[src/rtl/transmitter_pkg.sv]
// Shared state encoding and width helper for the UART transmit/receive controllers.
package transmitter_pkg;

    localparam int unsigned STATE_W = 3;

    localparam logic [2:0] ST_IDLE   = 3'd0;
    localparam logic [2:0] ST_START  = 3'd1;
    localparam logic [2:0] ST_DATA   = 3'd2;
    localparam logic [2:0] ST_PARITY = 3'd3;
    localparam logic [2:0] ST_STOP   = 3'd4;

    // Bits needed to count 0..value-1, never less than one.
    function automatic int unsigned clog2_min1(input int unsigned value);
        int unsigned w;
        w = 1;
        for (int unsigned i = 1; i < 32; i++) begin
            if ((32'd1 << i) < value) begin
                w = i + 1;
            end
        end
        return w;
    endfunction

endpackage

[src/rtl/baud_tick_counter.sv]
// Bit-period timer: counts 0..CLKS_PER_BIT-1 while enabled, flags the last cycle.
module baud_tick_counter
    import transmitter_pkg::*;
#(
    parameter int unsigned CLKS_PER_BIT = 16
) (
    input  logic i_clock,
    input  logic i_reset,
    input  logic i_clear,
    input  logic i_en,
    output logic o_tc
);

    localparam int unsigned             CNT_W = clog2_min1(CLKS_PER_BIT);
    localparam logic [CNT_W-1:0]        LAST  = CNT_W'(CLKS_PER_BIT - 1);

    logic [CNT_W-1:0] r_count;
    logic             w_at_last;

    assign w_at_last = (r_count == LAST);
    assign o_tc      = w_at_last & i_en;

    // Restart from zero after the terminal cycle so each bit period is identical.
    always_ff @(posedge i_clock) begin
        if (i_reset || i_clear) begin
            r_count <= '0;
        end else if (i_en) begin
            r_count <= w_at_last ? '0 : r_count + CNT_W'(1);
        end
    end

endmodule

[src/rtl/transmitter_controller.sv]
// UART transmit sequencer: START, DATA, optional PARITY and STOP bit timing.
// Optional parity bit is enabled by defining TX_CTRL_PARITY_EN.
module transmitter_controller
    import transmitter_pkg::*;
#(
    parameter int unsigned DATA_WIDTH   = 8,
    parameter int unsigned CLKS_PER_BIT = 16
) (
    input  logic                  i_clock,
    input  logic                  i_reset,
    input  logic                  i_valid,
    input  logic [DATA_WIDTH-1:0] i_data,
    output logic                  o_ready,
    output logic [DATA_WIDTH-1:0] o_value,
    output logic                  o_state_is_START,
    output logic                  o_state_is_DATA,
    output logic                  o_state_is_PARITY,
    output logic                  o_parity,
    output logic                  o_equal,
    output logic                  o_done
);

    localparam int unsigned      BIT_W    = clog2_min1(DATA_WIDTH);
    localparam logic [BIT_W-1:0] LAST_BIT = BIT_W'(DATA_WIDTH - 1);

    logic [STATE_W-1:0]  r_state;
    logic [STATE_W-1:0]  w_next_state;
    logic [BIT_W-1:0]    r_bit_cnt;
    logic [DATA_WIDTH-1:0] r_value;
    logic                w_idle;
    logic                w_accept;
    logic                w_tc;
    logic                w_last_bit;

    assign w_idle     = (r_state == ST_IDLE);
    assign w_accept   = i_valid & w_idle;
    assign w_last_bit = (r_bit_cnt == LAST_BIT);

    baud_tick_counter #(
        .CLKS_PER_BIT (CLKS_PER_BIT)
    ) u_baud (
        .i_clock (i_clock),
        .i_reset (i_reset),
        .i_clear (w_idle),
        .i_en    (~w_idle),
        .o_tc    (w_tc)
    );

    always_ff @(posedge i_clock) begin
        if (i_reset) begin
            r_state <= ST_IDLE;
        end else begin
            r_state <= w_next_state;
        end
    end

    // Every transition out of a bit state happens on the baud terminal count.
    always_comb begin
        w_next_state = r_state;
        case (r_state)
            ST_IDLE:   if (w_accept) w_next_state = ST_START;
            ST_START:  if (w_tc) w_next_state = ST_DATA;
            ST_DATA: begin
                if (w_tc && w_last_bit) begin
`ifdef TX_CTRL_PARITY_EN
                    w_next_state = ST_PARITY;
`else
                    w_next_state = ST_STOP;
`endif
                end
            end
`ifdef TX_CTRL_PARITY_EN
            ST_PARITY: if (w_tc) w_next_state = ST_STOP;
`endif
            ST_STOP:   if (w_tc) w_next_state = ST_IDLE;
            default:   w_next_state = ST_IDLE;
        endcase
    end

    always_ff @(posedge i_clock) begin
        if (i_reset) begin
            r_value <= '0;
        end else if (w_accept) begin
            r_value <= i_data;
        end
    end

    // Bit index only advances inside DATA; held at zero everywhere else.
    always_ff @(posedge i_clock) begin
        if (i_reset || (r_state != ST_DATA)) begin
            r_bit_cnt <= '0;
        end else if (w_tc) begin
            r_bit_cnt <= w_last_bit ? '0 : r_bit_cnt + BIT_W'(1);
        end
    end

`ifdef TX_CTRL_PARITY_EN
    logic r_parity;

    always_ff @(posedge i_clock) begin
        if (i_reset) begin
            r_parity <= 1'b0;
        end else if (w_accept) begin
            r_parity <= ^i_data;
        end
    end

    assign o_parity          = r_parity;
    assign o_state_is_PARITY = (r_state == ST_PARITY);
`else
    assign o_parity          = 1'b0;
    assign o_state_is_PARITY = 1'b0;
`endif

    assign o_ready          = w_idle;
    assign o_value          = r_value;
    assign o_state_is_START = (r_state == ST_START);
    assign o_state_is_DATA  = (r_state == ST_DATA);
    assign o_equal          = (r_state == ST_DATA) & w_tc;
    assign o_done           = (r_state == ST_STOP) & w_tc;

endmodule
[config.mk]
export PLATFORM = sky130hd
export DESIGN_NAME = transmitter_controller
export DESIGN_NICKNAME = d
export VERILOG_FILES = /design/src/rtl/transmitter_pkg.sv /design/src/rtl/baud_tick_counter.sv /design/src/rtl/transmitter_controller.sv
export SDC_FILE = /design/constraint.sdc
export NUM_CORES = 1
export LEC_CHECK = 0
export ABC_CLOCK_PERIOD_IN_PS = 1400
export BUFFER_PORTS_ARGS = -buffer_cell sky130_fd_sc_hd__buf_2
export CORE_MARGIN = 5
export CORE_UTILIZATION = 44
export DETAILED_ROUTE_END_ITERATION = 12
export PLACE_DENSITY = 0.83
export SLEW_MARGIN = 20
export SYNTH_ARGS = -nofsm -noshare
export SYNTH_HDL_FRONTEND = slang
export SYNTH_SLANG_ARGS = --single-unit
[constraint.sdc]
create_clock -name i_clock -period 1.4 [get_ports i_clock]
set_clock_uncertainty 0.1 [all_clocks]
set_input_delay 0 -clock i_clock [delete_from_list [all_inputs] [get_ports i_clock]]
set_output_delay 0 -clock i_clock [all_outputs]
set_load 0.01 [all_outputs]
==> flow_metrics.py <==
metrics = {
    "cells_and_area": {
        "final_cell_mix": "23 x buf_2, 15 x nand2_1, 11 x dfxtp_1",
        "antenna_cells": 0,
        "postLayoutCoreUtil_pct": 72.3,
        "fillers": 122,
        "fin_nets": 148,
        "area_growth_pct": 52.6,
        "finalNonFillerCells": 157,
        "final_common_cell": "buf_2",
        "final_area_sq_mm": 0.00129,
        "layout-drive-gt1-share_pct": 50.0,
    },
    "routing": {
        "final_antenna_net_count": 0,
        "firstDrtPassIters": 4,
        "wl_um": 2260,
        "wl_per_cell_um": 14.4,
        "dr_total_vias": 811,
        "remaining_drc_errors": 0,
        "vias_per_cell": 5.17,
        "drt-initial-drc-count": 15,
    },
    "logic_synthesis": {
        "synth_area_leader_cell": "dfxtp_1",
        "synth_area_leaders": "dfxtp_1 43%, nand2_1 8.9%, a21oi_1 4.7%",
        "synth_cell_types": 30,
        "netlist_area_sq_um": 845,
        "yosysTopAreaCellShare_pct": 42.7,
        "ys.warnings.count": 0,
        "syn_area_per_cell_sq_um": 9.38,
        "yosysSeqAreaShare_pct": 42.7,
        "synth_cells": 90,
        "ys_ff_latch": 18,
    },
    "timing": {
        "finalHoldViolations": 0,
        "hold_slack_ns": 0.354,
        "drv_slew": 0,
        "setup_slack_ns": -0.0736,
        "period_minus_slack_ns": 1.47,
        "setup_violations": 10,
        "timing.final.crit_share_pct": 105,
        "clock.fmax_mhz": 679,
        "rsz0062_at_grt": "true",
    },
    "power_and_ir_drop": {
        "finalPower_w": 0.000951,
        "p_switching_w": 0.000244,
        "powerDensity_mw_per_mm2": 738,
        "clock_power_share_pct": 27.2,
        "seqPwrFrac_pct": 56.8,
        "switching_share_pct": 25.7,
        "ir_worst_vdd_mv": 0.472,
        "combPwrFrac_pct": 16.0,
        "p_int_w": 0.000707,
        "leakagePower_nw": 0.522,
    },
    "worst_setup_path": {
        "r2r_end": "r_bit_cnt[0]",
        "r2r_slack_ns": -0.07,
        "cp_data_arrival_time_ns": 1.61,
        "cp.required_ns": 1.53,
        "rr_startpoint": "r_bit_cnt[1]",
        "worstRegToRegCells": 4,
        "critPathKind": "flop to flop",
        "critPathMaxFanout": 2,
        "critPathLaunchType": "flop",
        "critPathCaptureType": "flop",
    },
    "global_route": {
        "grt_pass1_vias": 780,
        "grtUsageTotal_pct": 16.1,
        "overflow": 0,
        "grt_max_degree": 17,
        "grt_pass1_wl_um": 3330,
        "antenna_found_initial": 0,
    },
    "floorplanning": {
        "io_pins": 26,
        "die_h_um": 53.8,
        "start_util_pct": 47.4,
        "core_area_sq_mm": 0.00178,
        "die_x_um": 53.8,
        "rows": 15,
        "dieArea_sq_mm": 0.00290,
    },
    "worst_hold_path": {
        "holdPathEnd": "o_value[3]",
        "whs_path_depth": 2,
        "hold_start": "o_value[3]",
        "hp-class": "flop to flop",
    },
    "place": {
        "dpl_cell_area_sq_mm": 0.00101,
        "gp_congestion": 0.723,
        "placedCellCount": 139,
        "hpwl_um": 1320,
        "io_buffer_count": 23,
    },
    "clock_network": {
        "cts_num_sinks": 18,
        "cts_buffers": 3,
        "clkLatencyLatePin_ns": 0.29,
        "path_clk_slew_ns": 0.10,
        "htreeDepth": 1,
        "cts_tree": "built",
        "cts_buffer_depth": 2,
        "cts_root_buffer": "clkbuf_4",
    },
    "run": {
        "drv_cap": 0,
    },
    "outcome": {
        "failed_checks": "setup timing",
        "status": "finished with violations",
    },
}
-- timing repair --
item | CTS | global route
pin swaps | 8 | 5
buffers inserted | 2 | 3
endpoints found under the setup margin | 5 | 15
gates cloned | 0 | 0
resized for setup | 15 | 19
endpoints found under the hold margin | 11 | 0
hold buffers | 10 | 0
-- worst max-delay path: stages, from the launching register on --
cell and delay (ns):
dfxtp_2 0.35, ha_4 0.16, ha_4 0.15, or4_4 0.51, a21boi_2 0.15
-- power groups by stage --
stage / registers, W / logic (W) / clock network, W
floorplan: 0.000556 / 0.0000704 / 0
finish: 0.000540 / 0.000152 / 0.000259
global route: 0.000542 / 0.000166 / 0.000286
detailed placement: 0.000552 / 0.000110 / 0
CTS: 0.000539 / 0.000136 / 0.000260
global placement: 0.000551 / 0.000107 / 0
-- layer usage --
metal  track usage [%]  routed length [um]  up-vias
met5                 0                   0        -
met1              17.2                 953      381
met2              29.6                1140       31
met3              3.32                 130        5
li1                  -                   -      394
met4              7.66                  36        0
-- cells by family after synthesis --
family / share of synthesized area, %
flip-flops: 42.7
AO/OA/AOI/OAI: 8.30
XOR/XNOR: 2.07
multiplexers: 3.56
adder cells (fa/ha/maj): 4.44
buffers and inverters: 8.00
AND/OR/NAND/NOR: 30.5
other: 0.444
-- area by class of cell --
cell class | instances | area, sq um | share of cell area, %
timing repair buffer | 47 | 343 | 26.6
multi-input combinational | 64 | 515 | 40.0
sequential | 18 | 377 | 29.2
clock buffer | 3 | 22.5 | 1.75
tap | 25 | 31.3 | 2.43
-- per-stage QoR --
step | setup TNS, ns | setup WS, ns
6_report | -0.384 | -0.0736
3_5_place_dp | -0.0525 | -0.0525
3_3_place_gp | -0.0214 | -0.0214
2_1_floorplan | -0.147 | -0.0165
4_1_cts | -0.123 | -0.0542
5_1_grt | -1.04 | -0.116
-- flip-flops by register name, summed over array words and instances (netlist names) --
| register | cells |
|---|---|
| u_baud.r_count | 4 |
| o_value | 8 |
| r_bit_cnt | 3 |
| r_state | 3 |
-- Yosys cell counts, drive strengths merged --
cell type  instances
o41ai              1
mux2i              3
nor4b              3
or4                1
conb               1
a21boi             1
or2b               1
nand2             20
nor4               3
nand3              3
nor3b              3
buf                6
and2               1
nor2               1
and3               1
clkbuf             3
dfxtp             18
nand3b             1
a21oi              8
xnor2              1
or4b               1
a22o               1
xor2               1
ha                 3
o21ai              1
nor3               3
-- worst max path at each step --
| stage | from | endpoint | slack [ns] |
|---|---|---|---|
| 2_1_floorplan | r_state[0] | o_value[0] | -0.02 |
| 4_1_cts | r_bit_cnt[1] | r_bit_cnt[0] | -0.05 |
| 5_1_grt | r_state[1] | o_value[2] | -0.12 |
| 3_5_place_dp | r_bit_cnt[1] | r_bit_cnt[0] | -0.05 |
| 6_report | r_bit_cnt[1] | r_bit_cnt[0] | -0.07 |
| 3_3_place_gp | r_bit_cnt[1] | r_bit_cnt[0] | -0.02 |
Note: power is estimated with default switching activity, not from simulation.
